<file path="src/rtl/cpu_types_pkg.sv">
// Shared CPU types: branch target buffer entry layout, counter states and training function.
package cpu_types_pkg;

  localparam int unsigned BTB_ENTRIES = 16;
  // Tag wide enough for the smallest legal table (2 entries); larger tables zero-extend.
  localparam int unsigned BTB_TAGW    = 32 - ($clog2(2) + 2);

  localparam logic [1:0] BTB_ST_WN = 2'b01;
  localparam logic [1:0] BTB_ST_WT = 2'b10;
  localparam logic [1:0] BTB_ST_ST = 2'b11;

  typedef struct packed {
    logic                valid;
    logic [BTB_TAGW-1:0] tag;
    logic [29:0]         target;
    logic                isjump;
    logic [1:0]          ctr;
  } btb_entry_t;

  localparam btb_entry_t BTB_RESET_ENTRY = '{
    valid:  1'b0,
    tag:    '0,
    target: '0,
    isjump: 1'b0,
    ctr:    BTB_ST_WN
  };

  function automatic logic [1:0] btb_next_ctr(input logic [1:0] ctr, input logic taken);
    if (taken) begin
      return (ctr == 2'b11) ? ctr : ctr + 2'd1;
    end
    return (ctr == 2'b00) ? ctr : ctr - 2'd1;
  endfunction

endpackage

</file>
<file path="src/rtl/branch_target_buffer_if.sv">
// Fetch-side lookup and memory-stage resolve signals of the branch target buffer.
interface branch_target_buffer_if;

  logic [31:0] pc_f;
  logic        pred_hit;
  logic        pred_taken;
  logic [31:0] pred_target;
  logic        clear;
  logic        m_valid;
  logic [31:0] m_pc;
  logic        m_isjump;
  logic        m_taken;
  logic [31:0] m_target;
  logic        m_pred_taken;
  logic [31:0] m_pred_target;
  logic        btb_correct;
  logic        btb_wrongtype;

  modport master (
    output pc_f, clear, m_valid, m_pc, m_isjump, m_taken, m_target, m_pred_taken, m_pred_target,
    input  pred_hit, pred_taken, pred_target, btb_correct, btb_wrongtype
  );

  modport slave (
    input  pc_f, clear, m_valid, m_pc, m_isjump, m_taken, m_target, m_pred_taken, m_pred_target,
    output pred_hit, pred_taken, pred_target, btb_correct, btb_wrongtype
  );

endinterface

</file>
<file path="src/rtl/branch_target_buffer.sv">
// Direct-mapped BTB with 2-bit direction counters: combinational lookup and resolve,
// table trained at the clock edge on every resolved branch or jump.
module branch_target_buffer
  import cpu_types_pkg::*;
#(
  parameter int unsigned ENTRIES = BTB_ENTRIES
) (
  input logic          CLK,
  input logic          RST,
  branch_target_buffer_if.slave bus
);

  localparam int unsigned IDXW = $clog2(ENTRIES);

  btb_entry_t table_q [ENTRIES];

  logic [IDXW-1:0]     f_idx, m_idx;
  logic [BTB_TAGW-1:0] f_tag, m_tag;
  btb_entry_t          f_ent, m_ent;
  logic                m_hit;
  logic                correct;
  logic                unused_m_pc;

  assign unused_m_pc = ^bus.m_pc[1:0];

  always_comb begin
    f_idx = bus.pc_f[IDXW+1:2];
    m_idx = bus.m_pc[IDXW+1:2];
    f_tag = BTB_TAGW'(bus.pc_f >> (IDXW + 2));
    m_tag = BTB_TAGW'(bus.m_pc >> (IDXW + 2));
    f_ent = table_q[f_idx];
    m_ent = table_q[m_idx];
    m_hit = m_ent.valid && (m_ent.tag == m_tag);
  end

  always_comb begin
    bus.pred_hit    = f_ent.valid && (f_ent.tag == f_tag);
    bus.pred_taken  = bus.pred_hit && (f_ent.isjump || f_ent.ctr[1]);
    bus.pred_target = bus.pred_taken ? {f_ent.target, 2'b00} : bus.pc_f + 32'd4;
  end

  // Target only matters when the branch was actually taken.
  always_comb begin
    correct = (bus.m_pred_taken == bus.m_taken) &&
              (!bus.m_taken || (bus.m_pred_target == bus.m_target));
    if (!bus.m_valid) begin
      bus.btb_correct   = 1'b1;
      bus.btb_wrongtype = 1'b0;
    end else begin
      bus.btb_correct   = correct;
      bus.btb_wrongtype = !correct && !bus.m_taken;
    end
  end

  always_ff @(posedge CLK or posedge RST) begin
    if (RST) begin
      for (int i = 0; i < int'(ENTRIES); i++) begin
        table_q[i] <= BTB_RESET_ENTRY;
      end
    end else if (bus.clear) begin
      for (int i = 0; i < int'(ENTRIES); i++) begin
        table_q[i].valid <= 1'b0;
      end
    end else if (bus.m_valid) begin
      if (m_hit) begin
        table_q[m_idx].ctr    <= btb_next_ctr(m_ent.ctr, bus.m_taken);
        table_q[m_idx].isjump <= bus.m_isjump;
        if (bus.m_taken) begin
          table_q[m_idx].target <= bus.m_target[31:2];
        end
      end else if (bus.m_taken) begin
        table_q[m_idx] <= '{
          valid:  1'b1,
          tag:    m_tag,
          target: bus.m_target[31:2],
          isjump: bus.m_isjump,
          ctr:    bus.m_isjump ? BTB_ST_ST : BTB_ST_WT
        };
      end
    end
  end

endmodule

</file>
<file path="src/flat_wrapper.sv">
// flat-port wrapper written by rule: the top's interface ports become plain ports
module branch_target_buffer_flat import cpu_types_pkg::*;
#(
  parameter int unsigned ENTRIES = BTB_ENTRIES
)
  (CLK, RST, bus_pc_f, bus_clear, bus_m_valid, bus_m_pc, bus_m_isjump, bus_m_taken, bus_m_target, bus_m_pred_taken, bus_m_pred_target, bus_pred_hit, bus_pred_taken, bus_pred_target, bus_btb_correct, bus_btb_wrongtype);
  branch_target_buffer_if bus_i ();
  input logic CLK;
  input logic RST;
  input wire logic [$bits(bus_i.pc_f)-1:0] bus_pc_f;
  input wire logic [$bits(bus_i.clear)-1:0] bus_clear;
  input wire logic [$bits(bus_i.m_valid)-1:0] bus_m_valid;
  input wire logic [$bits(bus_i.m_pc)-1:0] bus_m_pc;
  input wire logic [$bits(bus_i.m_isjump)-1:0] bus_m_isjump;
  input wire logic [$bits(bus_i.m_taken)-1:0] bus_m_taken;
  input wire logic [$bits(bus_i.m_target)-1:0] bus_m_target;
  input wire logic [$bits(bus_i.m_pred_taken)-1:0] bus_m_pred_taken;
  input wire logic [$bits(bus_i.m_pred_target)-1:0] bus_m_pred_target;
  output wire logic [$bits(bus_i.pred_hit)-1:0] bus_pred_hit;
  output wire logic [$bits(bus_i.pred_taken)-1:0] bus_pred_taken;
  output wire logic [$bits(bus_i.pred_target)-1:0] bus_pred_target;
  output wire logic [$bits(bus_i.btb_correct)-1:0] bus_btb_correct;
  output wire logic [$bits(bus_i.btb_wrongtype)-1:0] bus_btb_wrongtype;
  assign bus_i.pc_f = bus_pc_f;
  assign bus_i.clear = bus_clear;
  assign bus_i.m_valid = bus_m_valid;
  assign bus_i.m_pc = bus_m_pc;
  assign bus_i.m_isjump = bus_m_isjump;
  assign bus_i.m_taken = bus_m_taken;
  assign bus_i.m_target = bus_m_target;
  assign bus_i.m_pred_taken = bus_m_pred_taken;
  assign bus_i.m_pred_target = bus_m_pred_target;
  assign bus_pred_hit = bus_i.pred_hit;
  assign bus_pred_taken = bus_i.pred_taken;
  assign bus_pred_target = bus_i.pred_target;
  assign bus_btb_correct = bus_i.btb_correct;
  assign bus_btb_wrongtype = bus_i.btb_wrongtype;
  branch_target_buffer #(.ENTRIES(ENTRIES)) u_core (.CLK(CLK), .RST(RST), .bus(bus_i));
endmodule
</file>
<file path="config.mk">
export PLATFORM = sky130hd
export DESIGN_NAME = branch_target_buffer_flat
export DESIGN_NICKNAME = d
export VERILOG_FILES = /design/src/rtl/cpu_types_pkg.sv /design/src/rtl/branch_target_buffer_if.sv /design/src/rtl/branch_target_buffer.sv /design/src/flat_wrapper.sv
export SDC_FILE = /design/constraint.sdc
export NUM_CORES = 2
export LEC_CHECK = 0
export BUFFER_PORTS_ARGS = -buffer_cell sky130_fd_sc_hd__buf_2
export CORE_ASPECT_RATIO = 1.75
export CORE_UTILIZATION = 50
export CTS_CLUSTER_SIZE = 24
export DETAILED_ROUTE_END_ITERATION = 8
export GPL_ROUTABILITY_DRIVEN = 0
export PLACE_DENSITY = 0.69
export SLEW_MARGIN = 20
export SYNTH_ARGS = -nofsm -noshare
export SYNTH_HDL_FRONTEND = slang
export SYNTH_SLANG_ARGS = --single-unit
</file>
<file path="constraint.sdc">
create_clock -name CLK -period 28.1 [get_ports CLK]
set_input_delay 0 -clock CLK [delete_from_list [all_inputs] [get_ports CLK]]
set_output_delay 0 -clock CLK [all_outputs]
set_load 0.05 [all_outputs]
</file>
# [Word-level counts from Yosys, hierarchy flattened]
# Cells that the tools add are included.
[word_totals] register_bits=1008 inputBits=135 output_inout_bits=36 wordCells=163
[op_classes] addsub=3 magnitude_cmp=3 eq_ne=5 muxes=53 n_bitwise=3 reduce_logical=16
[ops] operator="$bwmux W1008" count=4
[ops] operator="$mux W1008" count=4
[ops] operator="$demux W63 S4" count=4
[ops] operator="$bmux W63 S4" count=2
[ops] operator="$mux W63" count=5
[ops] operator="$eq A29 B26 Y1" count=2
[ops] operator="$mux W33" count=1
[ops] operator="$add A32 B3 Y32 const B" count=1
[ops] operator="$eq A32 B32 Y1" count=1
[ops] operator="$mux W32" count=1
[ops] operator="$mux W1" count=23
[ops] operator="$mux W2" count=8
[ops] operator="$ge A5 B5 Y1 const B" count=2
[ops] operator="$not A4 Y5" count=2
[ops] operator="$logic_and A1 B1 Y1" count=6
[ops] operator="$lt A5 B1 Y1 const B" count=1
[ops] operator="$reduce_bool A2 Y1" count=2
[ops] operator="$mux W3" count=1
[ops] operator="$reduce_and A3 Y1" count=1
[ops] operator="$reduce_bool A3 Y1" count=1
[ops] operator="$add A2 B1 Y2 const B" count=1
[ops] operator="$eq A2 B2 Y1 const B" count=1
[ops] operator="$logic_not A1 Y1" count=2
[ops] operator="$logic_not A2 Y1" count=1
[ops] operator="5 further kinds" count=6

# [Longest topological paths before layout]
[depth] word_depth=20 mapped_depth=16 ltp_nobuf=10

# [Worst setup path after synthesis]
# OpenSTA, ideal clock, no wires.
[synth_timing] path_kind="input-to-output" startpoint="in bus_pc_f[2]" endpoint="out bus_pred_target[2]" t_arrival_ns=5.234 required_ns=28.100 slack_ns=22.866 cell_stages=14 path_buffers=6 cell_sequence="clkbuf_1 -> buf_2 -> buf_2 -> buf_2 -> mux4_2 -> a211oi_1 -> a21oi_1 -> xnor2_1 -> nand4_1 -> nor4_1 -> nor2b_1 -> buf_2 -> buf_4 -> mux2i_1"
[synth_via] elab_chain_cells=8 elab_cells_between_ends=10 classes_between="add/sub (1); eq/ne (1); mux (4); bitwise (1); reduce/logical (3)"
[synth_rtl] item="start: declaration" line_no="flat_wrapper.sv:10" text="input wire logic [$bits(bus_i.pc_f)-1:0] bus_pc_f;"
[synth_rtl] item="$not A4 Y5 (implied by the code) (*)" line_no="branch_target_buffer.sv:31" text="f_ent = table_q[f_idx];"
[synth_rtl] item="$bmux W63 S4 (*)" line_no="branch_target_buffer.sv:31"
[synth_rtl] item="$mux W63 (implied by the code) (*) (2 in a row)" line_no="branch_target_buffer.sv:31"
[synth_rtl] item="$eq A29 B26 Y1" line_no="branch_target_buffer.sv:37" text="bus.pred_hit = f_ent.valid && (f_ent.tag == f_tag);"
[synth_rtl] item="$logic_and A1 B1 Y1 (*)" line_no="branch_target_buffer.sv:37"
[synth_rtl] item="named net bus_pred_hit" line_no="flat_wrapper.sv:19" text="output wire logic [$bits(bus_i.pred_hit)-1:0] bus_pred_hit;"
[synth_rtl] item="$logic_and A1 B1 Y1 (*)" line_no="branch_target_buffer.sv:38" text="bus.pred_taken = bus.pred_hit && (f_ent.isjump || f_ent.ctr[1]);"
[synth_rtl] item="named net bus_pred_taken" line_no="flat_wrapper.sv:20" text="output wire logic [$bits(bus_i.pred_taken)-1:0] bus_pred_taken;"
[synth_rtl] item="$mux W32 (*)" line_no="branch_target_buffer.sv:39" text="bus.pred_target = bus.pred_taken ? {f_ent.target, 2'b00} : bus.pc_f + 32'd4;"
[synth_rtl] item="end: declaration" line_no="flat_wrapper.sv:21" text="output wire logic [$bits(bus_i.pred_target)-1:0] bus_pred_target;"
# The timed path passes the listed nets; every way through them passes the cells marked *. The select of a mux whose other input is x is not followed.

# [Worst setup path in the final report]
[layout_timing] startpoint="in bus_pc_f[2]" endpoint="out bus_pred_target[16]"
[layout_via] elab_chain_cells=8 elab_cells_between_ends=10 classes_between="add/sub (1); eq/ne (1); mux (4); bitwise (1); reduce/logical (3)"
[layout_rtl] item="$not A4 Y5 (implied by the code)" line_no="branch_target_buffer.sv:31"
[layout_rtl] item="$bmux W63 S4" line_no="branch_target_buffer.sv:31"
[layout_rtl] item="$mux W63 (implied by the code) (2 in a row)" line_no="branch_target_buffer.sv:31"
[layout_rtl] item="$eq A29 B26 Y1" line_no="branch_target_buffer.sv:37"
[layout_rtl] item="$logic_and A1 B1 Y1" line_no="branch_target_buffer.sv:37"
[layout_rtl] item="$logic_and A1 B1 Y1" line_no="branch_target_buffer.sv:38"
[layout_rtl] item="$mux W32 (*)" line_no="branch_target_buffer.sv:39"
# Mark *: on every way between the ends. The rest lies on a longest branch, timed or not. The select of a mux whose other input is x is not followed.

==> impl_metrics.ini <==
[floorplanning]
fp-row-count = 152
die-area_sq_mm = 0.100
fp.dieW_um = 240
num_io_pins = 171
die_h_um = 418
initial_core_util = 0.505
core_area_sq_mm = 0.0981

[critical_path]
worstPathMaxFanout = 81
arrival_ns = 5.95
start_kind = input pin
worstSetupPathType = input pin to output port
cp-end-kind = output port
required_ns = 28.10

[sta]
post-route-period-util = 0.212
fmax_mhz = 168
timing.final.ws_setup_ns = 22.15
rsz0062_at_grt = no
slew_headroom = 0.281
fin_skew_ns = 0.0264
setup_viol_count_final = 0
holdWs_ns = 0.0578
finalSetupTns_ns = 0
hold_viol = 0
worst_pin_slew_ns = 1.08
final-max-slew-violation-count = 0
fin_crit_ns = 5.95

[routing]
routed_wl_um = 138000
num_vias = 29400
viasPerCell = 6.42
drtIter0Drc = 2358
firstDrtPassIters = 5
wl_per_cell_um = 30.1
antenna_left = 0
route.detailed.drc = 0

[pwr]
power_frac_comb = 0.167
switchingPower_mw = 0.920
pwr-share-seq = 0.471
switching_share = 0.257
clockPowerShare = 0.363
p_leak_nw = 24.4
p_int_mw = 2.66
worst_ir_drop_vdd_mv = 0.0571
power_density_mw_per_mm2 = 65.1

[finish]
seq_area_sq_mm = 0.0240
largest_reg_flops = 960
num_antenna_cells = 0
drive_gt1_frac = 0.554
syn_to_final_growth_pct = 11.1
fin_nets = 3331
layout_common_cells = 944 x dfrtp_1, 781 x mux2_2, 396 x mux4_2
stdcell_area_sq_mm = 0.0550
top_register = u_core.table_q
reg_top3 = u_core.table_q: 960 flops
multi_input_area_sq_mm = 0.0242
fillers = 7816
layout_commonest_cell = dfrtp_1

[synth]
ys.warnings.count = 0
synth_edf_count = 0
syn_area_sq_mm = 0.0496
avgSynthCellArea_sq_um = 16.0
ys_seq_elements = 960
synth_flop_cell = dfrtp_1
syn_inst = 3094
ys_seq_area_frac = 0.485
syn-num-nets = 3231
synth-async-reset-ratio = 1.00
ys_types = 52

[placement]
pre_cts_ws_ns = 22.13
placed_area_sq_mm = 0.0513
io_buffer_count = 168
dp_hpwl_um = 83900

[global_routing]
grt_usage = 0.283
grt_pass1_vias = 32600
grt_max_degree = 180
overflow = 0
grt_pass1_wl_um = 209000
antenna_found_initial = 3

[job]
max_cap_viol_count = 0

[cts]
clockRootBuffer = clkbuf_16
clk_latency_ns = 0.69
postCtsSetupBuffers = 0
cts_sinks = 960
clockBufferDepth = 3
clk_pin_slew_worst_paths_ns = 0.06
cts_htree_levels = 3
cts_buffers = 88
cts_tree = yes

[hold_path]
min_path_type = input pin to async pin

[run_status]
outcome = completed
stage by stage:
| step | util | instances | total power [mW] |
|---|---|---|---|
| global placement | 0.523 | 4353 | 2.25 |
| global route | 0.561 | 4573 | 3.71 |
| finish | 0.561 | 4573 | 3.58 |
| floorplan | - | 3094 | 2.13 |
| detailed placement | 0.523 | 4353 | 2.30 |
| CTS | 0.560 | 4572 | 3.60 |
worst max-delay path, stage by stage:
cell and delay [ns]:
buf_8 0.47, buf_12 0.58, buf_4 0.55, mux4_2 0.57, mux4_2 0.47, xnor2_1 0.33
nand4_1 0.15, nor2_1 0.34, nand4_1 0.14, nor4_1 0.65, nor2b_4 0.27, buf_4 0.52
mux2_2 0.48, buf_2 0.24
cells in the mapped netlist (3+ instances only):
cell type | count | area share
nor2_1 | 37 | 0.0028
o211ai_1 | 3 | 0.00045
mux2_2 | 781 | 0.18
nor3_2 | 7 | 0.0014
buf_6 | 31 | 0.0070
nor4_1 | 12 | 0.0015
a221oi_1 | 5 | 0.00088
or3_1 | 10 | 0.0013
mux2_4 | 200 | 0.061
o22ai_1 | 3 | 0.00038
mux4_2 | 396 | 0.18
dfstp_2 | 16 | 0.0085
a22o_1 | 8 | 0.0014
o2111ai_1 | 12 | 0.0021
buf_1 | 33 | 0.0025
buf_2 | 50 | 0.0050
a21oi_1 | 38 | 0.0038
mux2i_1 | 31 | 0.0063
xnor2_1 | 54 | 0.0095
a211oi_1 | 11 | 0.0017
and2_1 | 5 | 0.00063
nand2_1 | 39 | 0.0030
xor2_1 | 54 | 0.0095
clkbuf_1 | 145 | 0.011
and3_1 | 4 | 0.00050
nor2_8 | 10 | 0.0040
or4_1 | 8 | 0.0012
nand3_1 | 23 | 0.0023
nor3_1 | 11 | 0.0011
nor2b_1 | 19 | 0.0024
nand2b_1 | 8 | 0.0010
inv_1 | 23 | 0.0017
buf_4 | 10 | 0.0015
dfrtp_1 | 944 | 0.48
o21ai_0 | 7 | 0.00071
a22oi_1 | 12 | 0.0018
nand4_1 | 14 | 0.0018
kinds of logic after synthesis:
| logic type | share of synthesized area |
|---|---|
| compound gates | 0.0152 |
| xor+xnor | 0.0191 |
| fa+ha+maj | 0.000707 |
| buf+inv | 0.0300 |
| flops | 0.485 |
| mux | 0.424 |
| simple gates | 0.0255 |
cell type report:
| type | count | share of cell area |
|---|---|---|
| multi-input combinational | 1837 | 0.439 |
| sequential | 960 | 0.437 |
| clock buffer | 123 | 0.0472 |
| timing repair buffer | 283 | 0.0357 |
| tap | 1309 | 0.0298 |
| clock inverter | 37 | 0.00973 |
| inverter | 24 | 0.00177 |
worst paths after layout:
check,from,endpoint,slack (ns),cells after the start
max in group asynchronous,RST,u_core.table_q[346],24.91,6
min in group CLK,bus_m_valid,u_core.table_q[314],0.10,4
worst max register to register,u_core.table_q[45],u_core.table_q[560],23.57,11
worst min register to register,u_core.table_q[76],u_core.table_q[76],0.50,1
worst max-delay path,bus_pc_f[2],bus_pred_target[16],22.15,14
worst min-delay path,RST,u_core.table_q[920],0.06,3
what timing repair did:
item                                    CTS  global route
hold buffers                             59             0
endpoints found under the hold margin  1053             0
gates resized for setup                   0             0
metal layers:
| layer | GRT usage | vias up | share of wire |
|---|---|---|---|
| li1 | - | 12000 | - |
| met4 | 0.129 | 4 | 0.045 |
| met2 | 0.488 | 1062 | 0.52 |
| met1 | 0.354 | 16000 | 0.38 |
| met3 | 0.0382 | 315 | 0.053 |
| met5 | 0 | - | 0.00017 |
power by group through the flow:
| stage | Combinational, mW | Clock [mW] | Sequential [mW] |
|---|---|---|---|
| final | 0.596 | 1.30 | 1.69 |
| after global routing | 0.636 | 1.37 | 1.70 |
| after CTS | 0.601 | 1.32 | 1.68 |
| after detailed placement | 0.592 | 0 | 1.70 |
| after global placement | 0.569 | 0 | 1.68 |
| after floorplan | 0.460 | 0 | 1.67 |
Note: power is estimated with default switching activity, not from simulation.
